$ cat config.mk
export PLATFORM = sky130hd
export DESIGN_NAME = game_flow_ctrl
export DESIGN_NICKNAME = d
export VERILOG_FILES = /design/src/rtl/game_pkg.sv /design/src/rtl/rise_edge_det.sv /design/src/rtl/game_flow_ctrl.sv
export SDC_FILE = /design/constraint.sdc
export NUM_CORES = 1
export LEC_CHECK = 0
export BUFFER_PORTS_ARGS = -buffer_cell sky130_fd_sc_hd__buf_2
export CAP_MARGIN = 20
export CORE_MARGIN = 2
export CORE_UTILIZATION = 45
export CTS_CLUSTER_SIZE = 12
export DETAILED_ROUTE_END_ITERATION = 8
export PLACE_DENSITY = 0.67
export SYNTH_ARGS = -nofsm -noshare
export SYNTH_HDL_FRONTEND = slang
export SYNTH_HIERARCHICAL = 1
export SYNTH_SLANG_ARGS = --single-unit
$ cat constraint.sdc
create_clock -name clk -period 1.9 [get_ports clk]
set_input_delay 0.38 -clock clk [delete_from_list [all_inputs] [get_ports clk]]
set_output_delay 0.38 -clock clk [all_outputs]
set_load 0.03 [all_outputs]
$ cat src/rtl/game_pkg.sv
// game_pkg: shared game-flow state encoding and widths
package game_pkg;
  typedef enum logic [2:0] {
    ST_IDLE = 3'd0,
    ST_PLAY = 3'd1,
    ST_MISS = 3'd2,
    ST_OVER = 3'd3,
    ST_WIN  = 3'd4
  } game_state_t;
  localparam int LIVES_W = 2;
endpackage

$ cat src/rtl/rise_edge_det.sv
// rise_edge_det: registered single-cycle pulse on a 0->1 transition of d
module rise_edge_det (
  input  logic clk,
  input  logic resetN,
  input  logic d,
  output logic rise
);
  logic d_q;
  // remember last level and flag a rising transition one cycle later
  always_ff @(posedge clk or negedge resetN)
    if (!resetN) begin
      d_q  <= 1'b0;
      rise <= 1'b0;
    end else begin
      d_q  <= d;
      rise <= d & ~d_q;
    end
endmodule

$ cat src/rtl/game_flow_ctrl.sv
// game_flow_ctrl: title/play/miss/over/win sequencer, lives counter and respawn pause
module game_flow_ctrl
  import game_pkg::*;
#(
  parameter int LIVES_INIT    = 3,
  parameter int FREEZE_FRAMES = 90,
  parameter int BLINK_FRAMES  = 8
) (
  input  logic               clk,
  input  logic               resetN,
  input  logic               startOfFrame,
  input  logic               startKey,
  input  logic               hitBottomBoarder,
  input  logic               bricksCleared,
  output game_state_t        gameState,
  output logic [LIVES_W-1:0] lives,
  output logic               motionEnable,
  output logic               marioVisible,
  output logic               resultShow,
  output logic               resultWin,
  output logic               respawn
);
  localparam int FC_W = $clog2(FREEZE_FRAMES + 1);
  localparam int BC_W = $clog2(BLINK_FRAMES + 1);
  localparam logic [FC_W-1:0] FC_LAST = FC_W'(FREEZE_FRAMES - 1);
  localparam logic [BC_W-1:0] BC_LAST = BC_W'(BLINK_FRAMES - 1);
  localparam logic [LIVES_W-1:0] L_INIT = LIVES_W'(LIVES_INIT);
  logic start_edge, miss_latch, miss_now;
  logic [FC_W-1:0] frame_cnt;
  logic [BC_W-1:0] blink_cnt;
  logic [LIVES_W-1:0] lives_dec;
  rise_edge_det u_start (
    .clk    (clk),
    .resetN (resetN),
    .d      (startKey),
    .rise   (start_edge)
  );
  assign miss_now  = miss_latch | hitBottomBoarder;
  assign lives_dec = (lives == '0) ? lives : lives - LIVES_W'(1);
  // collect bottom hits over one play frame so at most one life goes per frame
  always_ff @(posedge clk or negedge resetN)
    if (!resetN) miss_latch <= 1'b0;
    else miss_latch <= (gameState == ST_PLAY) && !startOfFrame && miss_now;
  // game flow with registered outputs, lives and pause/blink counters
  always_ff @(posedge clk or negedge resetN)
    if (!resetN) begin
      gameState    <= ST_IDLE;
      lives        <= L_INIT;
      motionEnable <= 1'b0;
      marioVisible <= 1'b1;
      resultShow   <= 1'b0;
      resultWin    <= 1'b0;
      respawn      <= 1'b0;
      frame_cnt    <= '0;
      blink_cnt    <= '0;
    end else begin
      respawn <= 1'b0;
      case (gameState)
        ST_IDLE:
          if (start_edge) begin
            lives        <= L_INIT;
            respawn      <= 1'b1;
            motionEnable <= 1'b1;
            gameState    <= ST_PLAY;
          end
        ST_PLAY:
          if (startOfFrame) begin
            if (bricksCleared) begin
              gameState    <= ST_WIN;
              motionEnable <= 1'b0;
              resultShow   <= 1'b1;
              resultWin    <= 1'b1;
            end else if (miss_now) begin
              lives        <= lives_dec;
              motionEnable <= 1'b0;
              if (lives_dec == '0) begin
                gameState  <= ST_OVER;
                resultShow <= 1'b1;
                resultWin  <= 1'b0;
              end else begin
                gameState    <= ST_MISS;
                marioVisible <= 1'b0;
                frame_cnt    <= '0;
                blink_cnt    <= '0;
              end
            end
          end
        ST_MISS:
          if (startOfFrame) begin
            if (frame_cnt == FC_LAST) begin
              gameState    <= ST_PLAY;
              respawn      <= 1'b1;
              motionEnable <= 1'b1;
              marioVisible <= 1'b1;
            end else begin
              frame_cnt    <= frame_cnt + FC_W'(1);
              blink_cnt    <= (blink_cnt == BC_LAST) ? '0 : blink_cnt + BC_W'(1);
              marioVisible <= (blink_cnt == BC_LAST) ? ~marioVisible : marioVisible;
            end
          end
        ST_OVER, ST_WIN:
          if (start_edge) begin
            gameState    <= ST_IDLE;
            resultShow   <= 1'b0;
            resultWin    <= 1'b0;
            marioVisible <= 1'b1;
          end
        default: gameState <= ST_IDLE;
      endcase
    end
endmodule

==> results of run 1 <==
cell families (layout without fill, tap and decap cells):
| family | Yosys count | count (layout) | synth area share |
|---|---|---|---|
| AOI/OAI and AO/OA | 41 | 41 | 0.208 |
| and+or+nand+nor | 61 | 61 | 0.259 |
| buffers and inverters | 9 | 28 | 0.0332 |
| muxes | 3 | 3 | 0.0267 |
| DFF | 24 | 24 | 0.446 |
| adders and majority gates | 3 | 3 | 0.0277 |
cell usage after synthesis (all sizes together), types with 4 or more instances:
cell type	count	area, um^2
nand2	17	66.3
a21oi	7	35.0
nand2b	8	50.1
a31oi	8	50.1
dfrtp	21	526
o21ai	12	60.1
nor2	12	45.0
nor3	5	30.0
buf	5	30.0
nand3	4	20.0
worst reg2reg max path: stages, from the launching register on:
cell and delay (ns):
dfrtp_2 0.42, or2_4 0.26, or4_4 0.58, o22a_4 0.25
mux2_4 0.25
placed cells by master, fill, tap and decap left out, types with 2 or more instances in the layout:
master / instances
ha_1: 3
nand3_1: 4
nor2b_1: 2
a21o_1: 2
nor3_1: 4
buf_4: 6
nor3b_1: 2
o21ai_1: 9
dfrtp_1: 18
nor2_1: 12
nand2_1: 16
a31oi_1: 8
buf_2: 15
o31ai_1: 2
nand2b_1: 8
o41ai_1: 2
dfstp_2: 3
a21oi_1: 7
o21ai_0: 3
clkbuf_4: 3
inv_1: 3
dfrtp_2: 3
stage by stage:
| stage | worst slack, ns | hold WS [ns] | utilization |
|---|---|---|---|
| 2_1_floorplan | -0.0618 | 0.0844 | - |
| 3_3_place_gp | 0.0830 | 0.388 | 0.529 |
| 3_5_place_dp | 0.0632 | 0.396 | 0.529 |
| 4_1_cts | 0.0429 | 0.0443 | 0.542 |
| 5_1_grt | 0.00876 | 0.0514 | 0.542 |
| 6_report | 0.0375 | 0.0219 | 0.542 |
power groups by stage:
stage          sequential [W]  clock [W]  combinational, W
6_report             0.000817   0.000266          0.000947
5_1_grt              0.000847   0.000298           0.00104
4_1_cts              0.000816   0.000276          0.000949
3_5_place_dp         0.000825          0          0.000943
3_3_place_gp         0.000817          0          0.000937
2_1_floorplan        0.000943          0          0.000569
worst min-delay path by stage:
stage	to	slack (ns)	from
finish	motionEnable	0.02	resetN
global route	frame_cnt[5]	0.05	resetN
CTS	motionEnable	0.04	resetN
global placement	respawn	0.39	resetN
detailed placement	motionEnable	0.40	resetN
floorplan	blink_cnt[0]	0.08	resetN
area by class of cell:
cell class,instances,area [um^2]
Timing Repair Buffer,21,120
Clock buffer,4,36.3
Multi-Input combinational cell,108,707
Fill cell,258,1280
Inverter,3,11.3
Tap cell,31,38.8
Sequential cell,24,608
registers in the layout, summed over array words and instances, names as in the netlist:
| signal | flops |
|---|---|
| frame_cnt | 7 |
| blink_cnt | 4 |
| gameState | 3 |
| lives | 2 |
| marioVisible | 1 |
| miss_latch | 1 |
| motionEnable | 1 |
| respawn | 1 |
| resultShow | 1 |
| resultWin | 1 |
| u_start/d_q | 1 |
| u_start/rise | 1 |
metal layers:
layer	GRT usage	up-vias	routed length, um
met4	0.0649	0	23
li1	-	557	-
met1	0.272	549	1350
met5	0	-	0
met2	0.267	32	1270
met3	0.0396	2	144
==> metrics.md, run 1 <==
| Metric | Value |
|---|---|
| Tmin final | `1.86 ns` |
| Placed cell count | `187` |
| Power Density | `1330 mW/mm^2` |
| Setup TNS | `0 ns` |
| CTS root buf | `clkbuf_4` |
| Worst setup path class | `reg2reg` |
| RSZ-0062 raised after global routing | `false` |
| Nets | `170` |
| Post-Synthesis Cells | `141` |
| Grt ovf | `0` |
| Max Slew Vio Count | `0` |
| CTS Sinks | `24` |
| Initial Utilization | `0.483` |
| Largest net degree at the start of global routing | `25` |
| DRT Wirelength | `2790 um` |
| CP bufs+invs | `0` |
| Die Footprint | `0.00347 mm^2` |
| Failing checks | `design-rule violations` |
| Cell internal pwr | `0.00116 W` |
| CP Max Fanout | `5` |
| CTS tree | `built` |
| CP arrival | `2.07 ns` |
| DR WL/cell | `14.6 um` |
| Area grow syn2layout | `12.2%` |
| CTS clk-pin slew, worst paths | `0.13 ns` |
| Reg2reg setup slack | `0.04 ns` |
| Status | `finished with violations` |
| Worst VDD drop | `0.000542 V` |
| Vias per cell | `5.97` |
| Syn Std Cell Area | `0.00136 mm^2` |
| Finish-stage setup viols | `0` |
| Post-synth EDFFs | `0` |
| Library cells used by synthesis | `46` |
| GP Congestion | `0.853` |
| WP data required | `2.11 ns` |
| Routed vias | `1140` |
| Clock Tree Buf Depth | `2` |
| Core box area | `0.00281 mm^2` |
| Maxcap violations | `0` |
| Total GRT Usage | `0.184` |
| Post-DRT Antenna Nets | `0` |
| Mean Syn Cell Area | `9.62 um^2` |
| Drt initial violations | `54` |
| Clock share of power | `0.131` |
| Crit. End Element | `flip-flop` |
| Sequential Power Share | `0.402` |
| Crit path from | `gameState[2]` |
| I/O pin total | `16` |
| Crit path cell chain | `or2_4, or4_4, o22a_4, mux2_4` |
| HP Class | `in2async` |
| CP peak stage delay | `0.58 ns` |
| Post-synthesis register bit count | `24` |
| Peak Freq | `537 MHz` |
| Design Area, Final | `0.00152 mm^2` |
| Startpoint Class | `flip-flop` |
| Hold Vio Cnt, Final | `0` |
| FFs w/ async S/R, synth | `1.00` |
| Non-Filler Instances | `191` |
| H-Tree Depth | `1` |
| Combinational power share | `0.466` |
| FP Rows | `19` |
| Yosys warnings | `6` |
| Residual DRC | `1` |
| First-pass GRT wire length | `4920 um` |
| Post-cts hold buffer count | `0` |
| Share of layout cells above drive strength 1 | `0.256` |
| Post_cts resized | `0` |
| Delay-heaviest family, CP | `simple AND/OR/NAND/NOR gates` |
| Final Power | `0.00203 W` |
| Worst path depth | `4` |
| Port bufs | `15` |
| Fin crit share | `0.980` |
| Slowest CP cell | `or4_4` |
| Setup Skew | `0.00608 ns` |
| Post-synthesis sequential area ratio | `0.446` |
| Latest clock arrival within the worst-skew pair | `0.31 ns` |
| Leakage dissipation | `0.666 nW` |
| Worst relative slew slack | `0.642` |
| Drt pass-1 iters | `6` |
| Area after DPL | `0.00149 mm^2` |
| Vias in the first global route | `1042` |
| Critical Path Sink | `frame_cnt[0]` |
| Dpl hpwl | `2040 um` |
| Die H | `58.9 um` |
| Clock buffer count from CTS | `3` |
| Worst R2R End | `frame_cnt[0]` |
| Antenna cell count | `0` |
| Worst-Margin Slew | `0.537 ns` |
| Die width | `58.9 um` |
| Reg-to-reg startpoint | `gameState[2]` |
| Number of setup buffers added after CTS | `0` |
| Switch share | `0.426` |
| P_sw | `0.000866 W` |
| Ys flop type | `dfrtp_1` |
| Antenna violations before repair | `0` |
| Worst r2r path cells | `4` |
| Post-synth net total | `150` |
(Power assumes the default switching activity.)
==> run 2: changes to the inputs <==
--- a/config.mk
+++ b/config.mk
@@ -7,7 +7,6 @@
 export LEC_CHECK = 0
 export BUFFER_PORTS_ARGS = -buffer_cell sky130_fd_sc_hd__buf_2
 export CAP_MARGIN = 20
-export CORE_MARGIN = 2
 export CORE_UTILIZATION = 45
 export CTS_CLUSTER_SIZE = 12
 export DETAILED_ROUTE_END_ITERATION = 8
==> constraint.sdc (replaced) <==
create_clock -name clk -period 1.65 [get_ports clk]
set_input_delay 0.33 -clock clk [delete_from_list [all_inputs] [get_ports clk]]
set_output_delay 0.33 -clock clk [all_outputs]
set_load 0.03 [all_outputs]
==> run 2 against run 1 <==
Against the previous run:
- the flow finishes with violations (negative setup slack)
- global-route usage grew 2.9 points
- hold slack improved by 0.10 ns
- count of clock-buffer cells in the layout unchanged
- critical path depth unchanged
- clock skew grew 0.00056 ns
- sequential share of layout area is 6.3 points lower
- core utilization increased by 10 points
- critical path type unchanged
- largest cell class unchanged
==> metrics.md, run 2 (synthesized netlist as in run 1, its figures left out) <==
| Metric | Value |
|---|---|
| Antenna violations before repair | `0 (unchanged)` |
| HP Class | `in2reg` |
| Design Area, Final | `0.00181 mm^2 (+19%)` |
| WP data required | `1.87 ns (-0.24 ns)` |
| Worst relative slew slack | `0.634 (-0.00778)` |
| Peak Freq | `556 MHz (+3.5%)` |
| Most frequent cells in the layout | `24 x buf_4, 18 x dfrtp_1, 15 x buf_2, 12 x nand2_1, 11 x nor2_1` |
| RSZ-0062 raised after global routing | `true` |
| CP Max Fanout | `3 (-2)` |
| CTS tree | `built` |
| CTS Sinks | `24 (unchanged)` |
| Area grow syn2layout | `33.2%` |
| Drt pass-1 iters | `4 (-2)` |
| Biggest regs | `frame_cnt x7, blink_cnt x4, gameState x3` |
| Startpoint Class | `flip-flop` |
| FP Rows | `19 (unchanged)` |
| Status | `finished with violations` |
| Largest net degree at the start of global routing | `25 (unchanged)` |
| Power Density | `1500 mW/mm^2 (+13%)` |
| Initial Utilization | `0.483 (unchanged)` |
| Worst R2R End | `frame_cnt[0]` |
| Tmin final | `1.80 ns (-0.0627 ns)` |
| Worst-Margin Slew | `0.549 ns (+0.0117 ns)` |
| Reg-to-reg startpoint | `gameState[2]` |
| Hold Vio Cnt, Final | `0 (unchanged)` |
| DR WL/cell | `15.8 um (+8.4%)` |
| Antenna cell count | `0 (unchanged)` |
| Filler cells | `233 (-9.7%)` |
| Largest Register | `frame_cnt` |
| Dpl hpwl | `2230 um (+9.5%)` |
| Max FFs per register | `7 (unchanged)` |
| Reg2reg setup slack | `-0.15 ns (-0.19 ns)` |
| H-Tree Depth | `1 (unchanged)` |
| Setup Skew | `0.00664 ns (+0.000565 ns)` |
| Residual DRC | `0 (-1)` |
| Leakage dissipation | `0.812 nW (+22%)` |
| DRT Wirelength | `3390 um (+21%)` |
| First-pass GRT wire length | `5300 um (+7.7%)` |
| Max Slew Vio Count | `0 (unchanged)` |
| Die H | `56.9 um (-3.4%)` |
| Maxcap violations | `0 (unchanged)` |
| Worst VDD drop | `0.000906 V (+67%)` |
| GP Congestion | `0.795 (-6.8%)` |
| Core box area | `0.00281 mm^2 (unchanged)` |
| Hold Path Depth | `1` |
| Worst setup path class | `reg2reg` |
| Fin crit share | `1.09 (+0.111)` |
| Nets | `193 (+14%)` |
| Die width | `56.9 um (-3.4%)` |
| Area after DPL | `0.00159 mm^2 (+7.1%)` |
| Clock Tree Buf Depth | `2 (unchanged)` |
| Failing checks | `negative setup slack` |
| Hold wc startpoint | `startKey` |
| Vias in the first global route | `1125 (+8.0%)` |
| Clock buffer count from CTS | `3 (unchanged)` |
| CTS clk-pin slew, worst paths | `0.13 ns (about the same)` |
| Vias per cell | `5.79 (-3.0%)` |
| Grt ovf | `0 (unchanged)` |
| Worst r2r path cells | `4 (unchanged)` |
| Total GRT Usage | `0.213 (+0.0287)` |
| Post-DRT Antenna Nets | `0 (unchanged)` |
| I/O pin total | `16 (unchanged)` |
| Share of layout cells above drive strength 1 | `0.410 (+0.154)` |
| CP arrival | `2.02 ns (-0.05 ns)` |
| Die Footprint | `0.00324 mm^2 (-6.7%)` |
| Finish-stage setup viols | `16 (+16)` |
| Final Power | `0.00272 W (+34%)` |
| Drt initial violations | `38 (-30%)` |
| Commonest non-fill, non-tap cell in the layout | `buf_4` |
| Latest clock arrival within the worst-skew pair | `0.32 ns (about the same)` |
| Routed vias | `1239 (+8.7%)` |
| CTS root buf | `clkbuf_4` |
| Crit. End Element | `flip-flop` |
| Final worst slack | `-0.150 ns (-0.187 ns)` |
| Port bufs | `15 (unchanged)` |
| Worst Hold End | `u_start/d_q` |
[run 2: cell type report]
class	instances	area (um^2)	share of cell area
repair buffers	43	299	0.166
flip-flops and latches	24	608	0.337
multi-input cells	109	813	0.450
clock buffers	4	36.3	0.0201
inverters	3	11.3	0.00623
well taps	31	38.8	0.0215
[run 2: per-stage QoR]
stage	hold slack, ns	setup TNS [ns]	instances	utilization	worst slack (ns)
after floorplan	0.0344	-1.91	141	-	-0.311
after global placement	0.340	-1.26	201	0.567	-0.147
after detailed placement	0.349	-1.60	201	0.567	-0.188
after CTS	0.116	-1.21	208	0.595	-0.145
after global routing	0.102	-2.18	214	0.644	-0.207
final	0.124	-1.45	214	0.644	-0.150
[run 2: worst max-delay path by stage]
stage,from,to,slack (ns),cells after the start
2_1_floorplan,gameState[2],frame_cnt[0],-0.31,5
3_3_place_gp,gameState[2],frame_cnt[1],-0.15,6
3_5_place_dp,gameState[2],frame_cnt[6],-0.19,5
4_1_cts,gameState[2],frame_cnt[1],-0.14,6
5_1_grt,gameState[2],frame_cnt[1],-0.21,6
6_report,gameState[2],frame_cnt[0],-0.15,4
[run 2: repair_timing]
action                                  in CTS  in global routing
gates resized for setup                      2                 19
hold buffers                                 1                  0
endpoints found under the setup margin      11                 15
gates cloned                                 1                  0
buffers inserted                             1                  6
hold endpoints to repair                    21                  0
pin swaps                                    5                 12
[run 2: layer usage]
layer  up-vias  part of all wire  global-route usage
met5         -                 0                   0
met2        35              0.49               0.331
met1       596              0.44               0.299
met4         0             0.013              0.0523
met3         5             0.052              0.0530
li1        603                 -                   -
[run 2: critical path, stage by stage (launching register included)]
cell and delay, ns:
dfrtp_2 0.42, or2_4 0.25, or4_4 0.54, o22a_4 0.23
mux2_4 0.26
[run 2: power by group]
| group | internal (W) | total, W | leakage, nW | switching (W) |
|---|---|---|---|---|
| Combinational | 0.000660 | 0.00148 | 0.486 | 0.000824 |
| Clock | 0.000135 | 0.000316 | 0.0210 | 0.000181 |
| Sequential | 0.000770 | 0.000916 | 0.304 | 0.000146 |
| Total | 0.00156 | 0.00272 | 0.812 | 0.00115 |
